$ cat src/rtl/lsu_mem_port.sv
// MEM-stage load/store initiator: validates a request, drives byte-lane strobes to the data
// memory, waits for ready with an optional timeout, and reports the result with a done pulse.
module lsu_mem_port #(
    parameter int unsigned TIMEOUT = 16
) (
    input  logic        clk,
    input  logic        rst_n,
    input  logic        req_valid_i,
    input  logic        req_load_i,
    input  logic        req_store_i,
    input  logic [1:0]  req_size_i,
    input  logic        req_unsigned_i,
    input  logic [31:0] req_addr_i,
    input  logic [31:0] req_wdata_i,
    output logic        req_ready_o,
    output logic        done_o,
    output logic [1:0]  err_o,
    output logic [31:0] rdata_o,
    output logic [31:0] mem_addr_o,
    output logic [31:0] mem_wdata_o,
    output logic [3:0]  mem_be_o,
    output logic        mem_sign_o,
    output logic        mem_read_o,
    output logic        mem_write_o,
    input  logic [31:0] mem_rdata_i,
    input  logic        mem_ready_i
);

    localparam logic [1:0] StIdle   = 2'd0;
    localparam logic [1:0] StAccess = 2'd1;
    localparam logic [1:0] StResp   = 2'd2;

    localparam logic [1:0] ErrOk       = 2'b00;
    localparam logic [1:0] ErrMisalign = 2'b01;
    localparam logic [1:0] ErrTimeout  = 2'b10;
    localparam logic [1:0] ErrIllegal  = 2'b11;

    // Keep a 1-bit counter when the timeout is disabled so the width never collapses to zero.
    localparam int unsigned CntW     = (TIMEOUT > 0) ? $clog2(TIMEOUT + 1) : 1;
    localparam int unsigned CntLastI = (TIMEOUT > 0) ? TIMEOUT - 1 : 0;
    localparam logic [CntW-1:0] CntLast = CntW'(CntLastI);

    logic [1:0]      state_q;
    logic [CntW-1:0] cnt_q;
    logic            done_q;
    logic [1:0]      err_q;
    logic [31:0]     rdata_q;
    logic [31:0]     addr_q;
    logic [31:0]     wdata_q;
    logic [3:0]      be_q;
    logic            sign_q;
    logic            read_q;
    logic            write_q;

    logic       illegal;
    logic       misaligned;
    logic       timeout_hit;
    logic [3:0] be;

    always_comb begin
        illegal    = (req_load_i == req_store_i) || (req_size_i == 2'b11);
        misaligned = ((req_size_i == 2'b01) && req_addr_i[0]) ||
                     ((req_size_i == 2'b10) && (req_addr_i[1:0] != 2'b00));
        be = 4'b0000;
        case (req_size_i)
            2'b00:   be = 4'b0001 << req_addr_i[1:0];
            2'b01:   be = req_addr_i[1] ? 4'b1100 : 4'b0011;
            2'b10:   be = 4'b1111;
            default: be = 4'b0000;
        endcase
        timeout_hit = (TIMEOUT != 0) && (cnt_q == CntLast);
    end

    always_ff @(posedge clk) begin
        if (!rst_n) begin
            state_q <= StIdle;
            cnt_q   <= '0;
            done_q  <= 1'b0;
            err_q   <= ErrOk;
            rdata_q <= '0;
            addr_q  <= '0;
            wdata_q <= '0;
            be_q    <= '0;
            sign_q  <= 1'b0;
            read_q  <= 1'b0;
            write_q <= 1'b0;
        end else begin
            done_q <= 1'b0;
            case (state_q)
                StIdle: begin
                    if (req_valid_i) begin
                        if (illegal || misaligned) begin
                            // Illegal wins over misaligned; no memory cycle is issued.
                            state_q <= StResp;
                            done_q  <= 1'b1;
                            err_q   <= illegal ? ErrIllegal : ErrMisalign;
                            rdata_q <= '0;
                        end else begin
                            state_q <= StAccess;
                            cnt_q   <= '0;
                            addr_q  <= req_addr_i;
                            wdata_q <= req_wdata_i;
                            be_q    <= be;
                            sign_q  <= req_load_i & ~req_unsigned_i;
                            read_q  <= req_load_i;
                            write_q <= req_store_i;
                        end
                    end
                end
                StAccess: begin
                    // Ready takes precedence over a timeout expiring in the same cycle.
                    if (mem_ready_i) begin
                        state_q <= StResp;
                        done_q  <= 1'b1;
                        err_q   <= ErrOk;
                        rdata_q <= read_q ? mem_rdata_i : 32'd0;
                        read_q  <= 1'b0;
                        write_q <= 1'b0;
                    end else if (timeout_hit) begin
                        state_q <= StResp;
                        done_q  <= 1'b1;
                        err_q   <= ErrTimeout;
                        rdata_q <= '0;
                        read_q  <= 1'b0;
                        write_q <= 1'b0;
                    end else begin
                        cnt_q <= cnt_q + CntW'(1);
                    end
                end
                StResp: begin
                    state_q <= StIdle;
                end
                default: begin
                    state_q <= StIdle;
                end
            endcase
        end
    end

    assign req_ready_o = (state_q == StIdle);
    assign done_o      = done_q;
    assign err_o       = err_q;
    assign rdata_o     = rdata_q;
    assign mem_addr_o  = addr_q;
    assign mem_wdata_o = wdata_q;
    assign mem_be_o    = be_q;
    assign mem_sign_o  = sign_q;
    assign mem_read_o  = read_q;
    assign mem_write_o = write_q;

endmodule
$ cat config.mk
export PLATFORM = sky130hd
export DESIGN_NAME = lsu_mem_port
export DESIGN_NICKNAME = d
export VERILOG_FILES = /design/src/rtl/lsu_mem_port.sv
export SDC_FILE = /design/constraint.sdc
export NUM_CORES = 1
export LEC_CHECK = 0
export ABC_AREA = 0
export CORE_MARGIN = 8
export CORE_UTILIZATION = 62
export CTS_CLUSTER_SIZE = 40
export DETAILED_ROUTE_END_ITERATION = 10
export DONT_BUFFER_PORTS = 1
export GPL_TIMING_DRIVEN = 0
export PLACE_DENSITY = 0.78
export SETUP_SLACK_MARGIN = 0.4
export SYNTH_ARGS = -nofsm -noshare
export SYNTH_HDL_FRONTEND = slang
export SYNTH_SLANG_ARGS = --single-unit
$ cat constraint.sdc
create_clock -name clk -period 2.3 [get_ports clk]
set_input_delay 0.46 -clock clk [delete_from_list [all_inputs] [get_ports clk]]
set_output_delay 0.46 -clock clk [all_outputs]
set_load 0.02 [all_outputs]
==> metrics.md, run 1 <==
| Metric | Value |
|---|---|
| P per Cell Area | `988 nW/µm²` |
| Critical Path End Type | `register` |
| DP Worst Slack | `266 ps` |
| CP max stage cell | `dfxtp_2` |
| First drt pass iteration count | `4` |
| Hold Fails Final Rpt | `0` |
| CP max FO | `6` |
| Minimum hold slack | `77.2 ps` |
| Synth async-reset ratio | `0%` |
| Max VDD drop | `0.718 mV` |
| Setup Viol. Count Final | `0` |
| CP most frequent cell | `ha_4` |
| Startpoint types | `register` |
| Post-synth top flop | `dfxtp_1` |
| Setup CP Type | `reg -> reg` |
| Global-route wire length before repair | `17400 µm` |
| Nets | `580` |
| CTS max path bufs | `2` |
| Commonest non-fill, non-tap cells in the layout | `nand2_1 (139), dfxtp_1 (111), a21oi_1 (73), a22o_1 (32), clkbuf_16 (16)` |
| GP Congestion | `0.828` |
| # fillers | `roughly 470` |
| Inserted Diodes | `0` |
| Detailed Route WL | `11100 µm` |
| Max-slew headroom | `67.2%` |
| DP HPWL | `just over 8000 µm` |
| Most common library cell in the layout ignoring fill and taps | `nand2_1` |
| Post-synth EDFFs | `0` |
| Setup_tns | `0 ps` |
| Post-route setup slack | `458 ps` |
| Worst skew pair latency | `510 ps` |
| Cell area after layout | `4780 µm²` |
| TritonCTS clock tree | `built` |
| Fmax | `543 MHz` |
| Routed len/inst | `approximately 20 µm` |
| Cts hold-fix bufs | `0` |
| Max-cap violations | `0` |
| Root Driver | `clkbuf_8` |
| Chip Width | `approximately 97 µm` |
| IO Port Bufs | `0` |
| Post-placement cell count | `525` |
| Layout cells sized above 1 | `roughly 15%` |
| Arrival time worst endpoint | `between 2000 and 2500 ps` |
| Via/cell ratio | `5.93` |
| Core box area | `roughly 6300 µm²` |
| Worst-path clk slew | `60 ps` |
| Final antenna-violating net count | `0` |
| Syn Area/Cell | `9.04 µm²` |
| Reg area | `around 2300 µm²` |
| Post-route non-filler standard cell count | `~560` |
| Via count | `3337` |
| Post-synthesis sequential area ratio | `55.9%` |
| Final critical-path share of the clock period | `80.1%` |
| Clock Sinks | `113` |
| Leak | `1.72 nW` |
| Initial antenna violation count | `0` |
| Vias in the first global route | `around 3.3k` |
| # DRC | `0` |
| Top-level port count | `approximately 210` |
| Area of the mapped netlist | `4050 µm²` |
| Num CTS Buffers | `17` |
| Flop-to-flop setup slack | `between 400 and 500 ps` |
| Critical Path RT | `~2700 ps` |
| DIE HEIGHT | `between 90 and 100 µm` |
| Syn. warnings | `0` |
| Max stage delay on crit path | `360 ps` |
| Footprint of the multi-input gates | `roughly 1600 µm²` |
| All-Layer GR Usage | `22.9%` |
| RSZ-0062 raised after global routing | `no` |
| Mapped Nets | `555` |
| Status | `finished clean` |
| Worst slew pin tran | `492 ps` |
| Tot Pwr | `between 4 and 5 mW` |
| Register bit count reported by yosys | `113` |
| Core Util, Final | `75.3%` |
| # rows | `29` |
| Total grt overflow | `0` |
| H-tree Lvls | `4` |
| Crit-path cells | `ha_4, and3_4, ha_4, nor2_2, a211oi_4, a21oi_4, buf_4, a22o_1` |
| Initial core utilization | `63.8%` |
| Hold Crit Class | `in -> reg` |
| DRT iter0 DRCs | `104` |
| Synth unique cells | `39` |
| Pins over their slew limit | `0` |
| Largest net degree at the start of global routing | `17` |
| Placed Area | `4150 µm²` |
| Die footprint | `9370 µm²` |
| Tmin final | `1840 ps` |
| Clock skew | `~10 ps` |
| Area Growth Syn to Fin | `18.2%` |
| Mapped Cells | `448` |
-- layout make-up --
type	count	share of cell area, %
sequential	113	47.4
clock buffer	19	9.02
timing repair buffer	6	0.941
tap	77	2.01
inverter	3	0.235
multi-input combinational	302	34.0
clock inverter	13	2.38
buffer	30	3.97
-- critical path: cells and delay by family, from the launching register on --
family	cells	cell delay (ps)
flip-flops	1	360
buffers and inverters	1	180
adder cells (fa/ha/maj)	2	290
AND/OR/NAND/NOR	2	250
AO/OA/AOI/OAI	3	650
-- worst paths after layout --
| path | startpoint | end | cells past startpoint |
|---|---|---|---|
| max | cnt_q[0]$_SDFFE_PN0P_ | rdata_o[24]$_SDFFE_PN0P_ | 8 |
| min | mem_rdata_i[22] | rdata_o[22]$_SDFFE_PN0P_ | 1 |
| max reg2reg | cnt_q[0]$_SDFFE_PN0P_ | rdata_o[24]$_SDFFE_PN0P_ | 8 |
| min reg2reg | cnt_q[4]$_SDFFE_PN0P_ | cnt_q[4]$_SDFFE_PN0P_ | 2 |
-- per-layer routing --
metal  GRT usage (%)  vias up  part of all wire, %
met5               0        -                    0
met4            8.64        0                  2.6
met3            11.9       24                   10
met2            39.5      163                   51
met1            22.7     1560                   36
li1                -     1590                    -
-- registers in the layout, indices dropped and copies added (netlist names) --
name / flops
done_o: 1
mem_write_o: 1
state_q: 2
mem_read_o: 1
mem_wdata_o: 32
mem_be_o: 4
mem_sign_o: 1
mem_addr_o: 32
rdata_o: 32
cnt_q: 5
err_o: 2
-- repair_timing --
action | 4_1_cts | 5_1_grt
hold endpoints to repair | 0 | 0
setup buffers | 2 | 2
gates cloned | 0 | 2
pin swaps | 2 | 4
endpoints found under the setup margin | 60 | 34
resized for setup | 7 | 7
-- synth_stat cells (2+ instances only) --
master	instances	area, µm²
dfxtp_1	113	2260
ha_1	2	25.0
nor2_1	7	26.3
o21ai_1	2	10.0
a21oi_1	73	365
o21ai_0	6	30.0
nand2_1	140	526
buf_4	5	37.5
nand2b_1	2	12.5
o211ai_1	2	15.0
o31ai_1	2	15.0
buf_2	5	25.0
nor2_2	2	12.5
nand4_1	3	18.8
inv_1	2	7.51
a22o_1	32	280
clkbuf_1	12	45.0
buf_6	7	78.8
nand3_1	9	45.0
nand3b_1	2	15.0
nor4b_1	2	17.5
-- kinds of logic after synthesis --
| kind of cell | count (synthesis) | share of synthesized area (%) |
|---|---|---|
| and+or+nand+nor | 173 | 17.7 |
| AOI/OAI and AO/OA | 125 | 20.2 |
| DFF | 113 | 55.9 |
| buffers and inverters | 33 | 4.98 |
| adders and majority gates | 2 | 0.618 |
| xor gates and xnor gates | 1 | 0.402 |
| muxes | 1 | 0.247 |
-- power breakdown --
part | internal, mW | switching [mW] | total (mW) | leakage [nW]
clock | 1.45 | 0.878 | 2.33 | 0.256
sequential | 2.02 | 0.118 | 2.14 | 0.916
combinational | 0.0990 | 0.163 | 0.262 | 0.549
(Power assumes the default switching activity.)
==> run 2: changes to the inputs <==
Clock period 2.3 ns to 1.7 ns, I/O delays scaled along.
==> run 2 against run 1 <==
Effect of this change:
- the run now fails in 4_1_cts
- area after synthesis is the same
- synthesized cell count stayed put
==> metrics.md, run 2 <==
| Metric | Value |
|---|---|
| Synth area leader | `dfxtp_1` |
| Most common library cells after synthesis | `nand2_1 (140), dfxtp_1 (113), a21oi_1 (73)` |
| Initial core utilization | `63.8% (unchanged)` |
| DP HPWL | `8320 µm (+0.48%)` |
| Mapped Nets | `555 (unchanged)` |
| H-tree Lvls | `4 (unchanged)` |
| Top-level port count | `212 (unchanged)` |
| Cts hold-fix bufs | `98 (+98)` |
| Synth async-reset ratio | `0% (unchanged)` |
| Stop Error | `[ERROR DPL-0038] Utilization greater than 100%, impossible to legalize` |
| Register bit count reported by yosys | `113 (unchanged)` |
| Post-synth top flop | `dfxtp_1` |
| Clock Sinks | `113 (unchanged)` |
| Synth unique cells | `39 (unchanged)` |
| Area contributors post-synth | `dfxtp_1 (56%), nand2_1 (13%), a21oi_1 (9.0%)` |
| Chip Width | `96.8 µm (unchanged)` |
| Post-CTS Setup Bufs | `12 (+10)` |
| Status | `did not finish` |
| Num CTS Buffers | `17 (unchanged)` |
| Synth top area share | `55.9% (unchanged)` |
| Mapped Cells | `448 (unchanged)` |
| CTS max path bufs | `2 (unchanged)` |
| Cell with the most instances after synthesis | `nand2_1` |
| Placed Area | `4260 µm² (+2.7%)` |
| IO Port Bufs | `0 (unchanged)` |
| Syn. warnings | `0 (unchanged)` |
| Post-synthesis sequential area ratio | `55.9% (unchanged)` |
| # resized after CTS | `282 (+275)` |
| GP Congestion | `0.843 (+1.8%)` |
| Post-synth EDFFs | `0 (unchanged)` |
| # rows | `29 (unchanged)` |
| DIE HEIGHT | `96.8 µm (unchanged)` |
| Root Driver | `clkbuf_8` |
| Syn Area/Cell | `9.04 µm² (unchanged)` |
| Failed at | `4_1_cts` |
| Area of the mapped netlist | `4050 µm² (unchanged)` |
==> run 2: cell counts after synthesis <==
No cell type changed its count.
==> run 2: stage by stage <==
step | cells | TNS [ps] | setup slack (ps) | hold slack [ps] | util [%]
after detailed placement | 525 | -4760 | -170 | 462 | 67.0
after global placement | 525 | -3730 | -126 | 458 | 67.0
after floorplan | 448 | -155 | -5.18 | 438 | -
==> run 2: cells by family after synthesis <==
family | after synthesis | synth area share [%]
buffers and inverters | 33 | 4.98
and+or+nand+nor | 173 | 17.7
DFF | 113 | 55.9
adders and majority gates | 2 | 0.618
xor gates and xnor gates | 1 | 0.402
AOI/OAI and AO/OA | 125 | 20.2
muxes | 1 | 0.247
==> run 3: changes to the inputs <==
Settings changed: CORE_UTILIZATION 62 to 40, CTS_CLUSTER_SIZE 40 to unset, PLACE_DENSITY 0.78 to unset, PLACE_DENSITY_LB_ADDON set to 0.15, SETUP_SLACK_MARGIN 0.4 to unset.
==> run 3 against run 2 <==
Effect of this change:
- the flow now finishes, with violations (negative setup slack)
==> metrics.md, run 3 (synthesis gave the netlist of run 1 again) <==
| Metric | Value |
|---|---|
| Status | `finished, violations left` |
| Failing checks | `negative setup slack` |
| Clock skew | `8.19 ps` |
| WHS Endpoint | `err_o[0]$_SDFFE_PN0P_` |
| # fillers | `803` |
| Hold Fails Final Rpt | `0` |
| P per Cell Area | `1220 nW/µm²` |
| Setup CP Type | `reg -> reg` |
| Startpoint types | `register` |
| Critical Path RT | `2080 ps` |
| Global-route wire length before repair | `20100 µm` |
| Commonest non-fill, non-tap cells in the layout | `nand2_1 (139), dfxtp_1 (109), dlygate4sd3_1 (98), a21oi_1 (69), a22o_1 (32)` |
| Arrival time worst endpoint | `2180 ps` |
| Setup_tns | `-2450 ps` |
| Footprint of the multi-input gates | `1690 µm²` |
| Leak | `2.24 nW` |
| Post-placement cell count | `581 (+11%)` |
| DP HPWL | `8870 µm (+6.6%)` |
| Root Driver | `clkbuf_8` |
| R2R depth | `8` |
| Max-slew headroom | `61.1%` |
| Via count | `3719` |
| Worst-path clk slew | `60 ps` |
| Largest net degree at the start of global routing | `17` |
| Core Util, Final | `62.0%` |
| Hold depth | `2` |
| TritonCTS clock tree | `built` |
| Hold Crit Start | `req_valid_i` |
| Nets | `685` |
| Reg area | `around 2300 µm²` |
| Via/cell ratio | `5.14` |
| Routed len/inst | `approximately 19 µm` |
| Max-cap violations | `0` |
| Core box area | `between 9000 and 10000 µm²` |
| IO Port Bufs | `0 (unchanged)` |
| Area Growth Syn to Fin | `50.3%` |
| DIE HEIGHT | `117 µm (+20%)` |
| Chip Width | `117 µm (+20%)` |
| Fmax | `555 MHz` |
| Post-route non-filler standard cell count | `724` |
| Most common library cell in the layout ignoring fill and taps | `nand2_1` |
| Worst R2R End | `rdata_o[2]$_SDFFE_PN0P_` |
| Worst slew pin tran | `584 ps` |
| Reg-to-Reg Start | `cnt_q[0]$_SDFFE_PN0P_` |
| Top-level port count | `212 (unchanged)` |
| Final antenna-violating net count | `0` |
| Vias in the first global route | `3814` |
| Setup Viol. Count Final | `35` |
| First drt pass iteration count | `5` |
| All-Layer GR Usage | `about a fifth` |
| Worst skew pair latency | `roughly 500 ps` |
| # rows | `36 (+24%)` |
| Max VDD drop | `0.986 mV` |
| # DRC | `0` |
| Total grt overflow | `0` |
| Die footprint | `13600 µm²` |
| Critical Path End Type | `register` |
| CTS max path bufs | `2 (unchanged)` |
| Clock Sinks | `113 (unchanged)` |
| Layout cells sized above 1 | `about 15%` |
| DRT iter0 DRCs | `270` |
| Detailed Route WL | `between 10000 and 15000 µm` |
| H-tree Lvls | `4 (unchanged)` |
| Inserted Diodes | `0` |
| GP Congestion | `0.805 (-4.5%)` |
| Post-route setup slack | `-103 ps` |
| Tmin final | `1800 ps` |
| Flop-to-flop setup slack | `-100 ps` |
| Pins over their slew limit | `0` |
| CP max FO | `7` |
| Final critical-path share of the clock period | `106%` |
| Num CTS Buffers | `17 (unchanged)` |
| RSZ-0062 raised after global routing | `yes` |
| Initial core utilization | `41.2% (-23 points)` |
| Initial antenna violation count | `0` |
| Hold Crit Class | `in -> reg` |
-- run 3: final cells by class --
type,count,share of cell area (%)
Clock buffer,19,7.09
Clock inverter,13,3.82
Multi-Input combinational cell,302,27.7
Timing Repair Buffer,111,17.8
Sequential cell,113,37.4
Buffer,30,3.31
Inverter,3,0.185
Tap cell,133,2.73
-- run 3: critical path, stage by stage, from the launching register on --
cell and delay [ps]:
dfxtp_4 360, ha_4 130, and3_4 190, ha_4 150, nor2_4 40, a211oi_4 260
a21oi_4 150, buf_6 170, a22o_1 220
-- run 3: worst max path at each step --
stage | start | to | slack [ps] | cells after the start
floorplan | cnt_q[1]$_SDFFE_PN0P_ | rdata_o[10]$_SDFFE_PN0P_ | -6 | 8
CTS | cnt_q[1]$_SDFFE_PN0P_ | rdata_o[28]$_SDFFE_PN0P_ | -110 | 8
detailed placement | state_q[0]$_SDFFE_PN0P_ | mem_be_o[1]$_SDFFE_PN0P_ | -300 | 6
finish | cnt_q[0]$_SDFFE_PN0P_ | rdata_o[2]$_SDFFE_PN0P_ | -100 | 8
global route | cnt_q[0]$_SDFFE_PN0P_ | rdata_o[20]$_SDFFE_PN0P_ | -150 | 8
global placement | state_q[0]$_SDFFE_PN0P_ | mem_be_o[2]$_SDFFE_PN0P_ | -220 | 6
-- run 3: routing by layer --
layer  wire length (µm)  track usage, %  vias up
li1                   -               -     1795
met1               5070            20.1     1719
met2               6630            32.7      185
met5                  0               0        -
met3               1740            10.2       20
met4                240            7.42        0
-- run 3: report_power, final --
part	switching (mW)	total [mW]	internal (mW)
sequential	0.162	2.89	2.73
clock	1.22	3.94	2.72
combinational	0.285	0.590	0.305
-- run 3: repair_timing --
item / 4_1_cts / 5_1_grt
setup endpoints to repair: 111 / 88
buffers inserted: 4 / 6
cloned: 2 / 1
endpoints found under the hold margin: 98 / 0
resized for setup: 12 / 12
pin swaps: 8 / 10
hold buffers: 98 / 0
-- run 3: per-stage QoR --
stage,hold slack (ps),cell area [µm²],power (mW),worst slack (ps)
after CTS,0.269,6000,7.48,-113
final,35.8,6090,7.42,-103
after global routing,28.6,6090,7.68,-149
after floorplan,432,4100,3.19,-5.85
after detailed placement,460,4260,3.30,-299
after global placement,449,4260,3.29,-224
==> run 4: changes to the inputs <==
Settings changed: GPL_TIMING_DRIVEN 0 to unset.
Clock period 1.7 ns to 1.9 ns, I/O delays scaled along.
==> run 4 against run 3 <==
Effect of this change:
- highest routed layer unchanged
- register-to-register slack better by 110 ps
- count of clock-buffer cells in the layout down 1
- cell area down 5.1%
- first-iteration DRC count down 32%
- sequential power down 11%
- largest power group unchanged
- clock skew up 1.4 ps
- non-clock buffer count down 33
- combinational power down 14%
- the flow now finishes without violations
- sequential share of layout area up 1.8 points
- hold slack worse by 17 ps
- cell count down 4.4%
==> metrics.md, run 4 (synthesis gave the netlist of run 1 again) <==
| Metric | Value |
|---|---|
| Minimum hold slack | `18.5 ps (-17.2 ps)` |
| Hold Crit Start | `req_addr_i[16]` |
| Most common library cell in the layout ignoring fill and taps | `nand2_1` |
| Total grt overflow | `0 (unchanged)` |
| DIE HEIGHT | `117 µm (unchanged)` |
| Chip Width | `117 µm (unchanged)` |
| Vias in the first global route | `3652 (-4.2%)` |
| First drt pass iteration count | `4 (-1)` |
| Tot Pwr | `6.02 mW (-19%)` |
| Setup CP Type | `reg -> reg` |
| Max-cap violations | `0 (unchanged)` |
| Crit path from | `cnt_q[0]$_SDFFE_PN0P_` |
| CP max FO | `5 (-2)` |
| Cell area after layout | `5780 µm² (-5.1%)` |
| Core Util, Final | `58.8% (-3.1 points)` |
| Hold depth | `2 (unchanged)` |
| Reg area | `2260 µm² (-0.44%)` |
| Hold Crit Class | `in -> reg` |
| Max VDD drop | `0.561 mV (-43%)` |
| Commonest non-fill, non-tap cells in the layout | `nand2_1 (140), dfxtp_1 (111), dlygate4sd3_1 (86), a21oi_1 (73), a22o_1 (32)` |
| Die footprint | `13600 µm² (unchanged)` |
| Area Growth Syn to Fin | `42.7%` |
| Routed len/inst | `18.1 µm (-4.1%)` |
| Worst skew pair latency | `500 ps (about the same)` |
| Leak | `2.10 nW (-6.2%)` |
| Final antenna-violating net count | `0 (unchanged)` |
| Flop-to-flop setup slack | `3 ps (+110 ps)` |
| Setup_tns | `0 ps (+2450 ps)` |
| CP max stage cell | `dfxtp_2` |
| Detailed Route WL | `12500 µm (-8.3%)` |
| Worst slew pin tran | `619 ps (+35.7 ps)` |
| Tmin final | `1900 ps (+94.2 ps)` |
| Reg-to-Reg Start | `cnt_q[0]$_SDFFE_PN0P_` |
| DP HPWL | `7990 µm (-9.9%)` |
| P per Cell Area | `1040 nW/µm² (-15%)` |
| # DRC | `0 (unchanged)` |
| TritonCTS clock tree | `built` |
| Final critical-path share of the clock period | `99.8% (-6.2 points)` |
| Via count | `3508 (-5.7%)` |
| Initial antenna violation count | `0 (unchanged)` |
| CP most frequent cell | `ha_4` |
| Root Driver | `clkbuf_8` |
| Num CTS Buffers | `17 (unchanged)` |
| Nets | `653 (-4.7%)` |
| Worst-path clk slew | `50 ps (about the same)` |
| Fmax | `527 MHz (-5.0%)` |
| Top-level port count | `212 (unchanged)` |
| Initial core utilization | `41.2% (unchanged)` |
| CTS max path bufs | `2 (unchanged)` |
| Layout cells sized above 1 | `13.2% (-1.8 points)` |
| Worst R2R End | `rdata_o[16]$_SDFFE_PN0P_` |
| Via/cell ratio | `5.07 (-1.3%)` |
| WHS Endpoint | `mem_addr_o[16]$_SDFFE_PN0P_` |
| GP Congestion | `0.735 (-8.7%)` |
| R2R depth | `10 (+2)` |
| Setup Viol. Count Final | `0 (-100%)` |
| Arrival time worst endpoint | `2280 ps (+100 ps)` |
| Core box area | `9820 µm² (unchanged)` |
| Max-slew headroom | `58.5% (-2.6 points)` |
| RSZ-0062 raised after global routing | `yes` |
| Clock Sinks | `113 (unchanged)` |
| DRT iter0 DRCs | `184 (-32%)` |
| Largest net degree at the start of global routing | `73 (+56)` |
| Max stage delay on crit path | `350 ps (about the same)` |
| Inserted Diodes | `0 (unchanged)` |
| All-Layer GR Usage | `17.8% (-1.6 points)` |
| Critical Path End Type | `register` |
| Footprint of the multi-input gates | `1660 µm² (-1.3%)` |
| Pins over their slew limit | `0 (unchanged)` |
| # fillers | `813 (+1.2%)` |
| Hold Fails Final Rpt | `0 (unchanged)` |
| IO Port Bufs | `0 (unchanged)` |
| Status | `finished clean` |
| H-tree Lvls | `4 (unchanged)` |
| Global-route wire length before repair | `18500 µm (-8.1%)` |
| Placed Area | `4190 µm² (-1.8%)` |
| Startpoint types | `register` |
| Critical Path RT | `2280 ps (+200 ps)` |
| Clock skew | `9.64 ps (+1.45 ps)` |
| # rows | `36 (unchanged)` |
| Crit-path cells | `ha_4, and3_4, ha_4, nor2_4, a211oi_4, buf_6, buf_12, a21oi_4, buf_4, a22o_1` |
run 4: changes by cell type in the layout (fill, tap and decap cells not counted), sizes merged:
cell         delta
dlygate4sd3    -12
bufinv          -4
clkbuf         -13
clkinvlp        +3
clkinv          +2
buf             -9
a21oi           +1
run 4: stage by stage:
stage / cells / setup WS [ps]
finish: 692 / 2.89
global placement: 567 / -233
CTS: 686 / 14.3
detailed placement: 567 / -287
floorplan: 448 / 66.5
global route: 692 / -35.9
run 4: how the worst max path moves through the flow:
stage,end,depth (start not counted),slack [ps]
floorplan,cnt_q[2]$_SDFFE_PN0P_,6,70
global placement,rdata_o[17]$_SDFFE_PN0P_,7,-230
detailed placement,rdata_o[2]$_SDFFE_PN0P_,7,-290
CTS,rdata_o[2]$_SDFFE_PN0P_,8,10
global route,rdata_o[3]$_SDFFE_PN0P_,10,-40
finish,rdata_o[16]$_SDFFE_PN0P_,10,3
run 4: worst max-delay path: cells and delay by family (launching register included):
family	cells	cell delay [ps]
compound gates	3	480
flops	1	350
buf+inv	3	440
simple gates	2	220
fa+ha+maj	2	270
run 4: routing by layer:
layer	routed length (µm)	vias up	track usage (%)	share of wire, %
met5	0	-	0	0
met4	254	0	7.85	2.0
met3	1580	16	9.26	13
met2	5870	171	29.7	47
met1	4840	1587	18.4	39
li1	-	1734	-	-
run 4: layout make-up:
cell class | count | share of cell area (%)
tap | 133 | 2.88
multi-input combinational | 303 | 28.8
clock buffer | 18 | 7.23
inverter | 3 | 0.195
sequential | 113 | 39.2
timing repair buffer | 108 | 19.3
clock inverter | 14 | 2.45
run 4: what timing repair did:
item / 4_1_cts / 5_1_grt
endpoints found under the hold margin: 83 / 3
setup buffers: 2 / 3
pin swaps: 4 / 0
gates cloned: 2 / 0
setup endpoints to repair: 36 / 38
gates resized for setup: 11 / 3
hold buffers: 83 / 3
run 4: where the power goes:
part | total, mW | switching [mW] | internal [mW]
registers | 2.58 | 0.138 | 2.44
clock network | 2.93 | 1.08 | 1.85
logic | 0.507 | 0.244 | 0.263
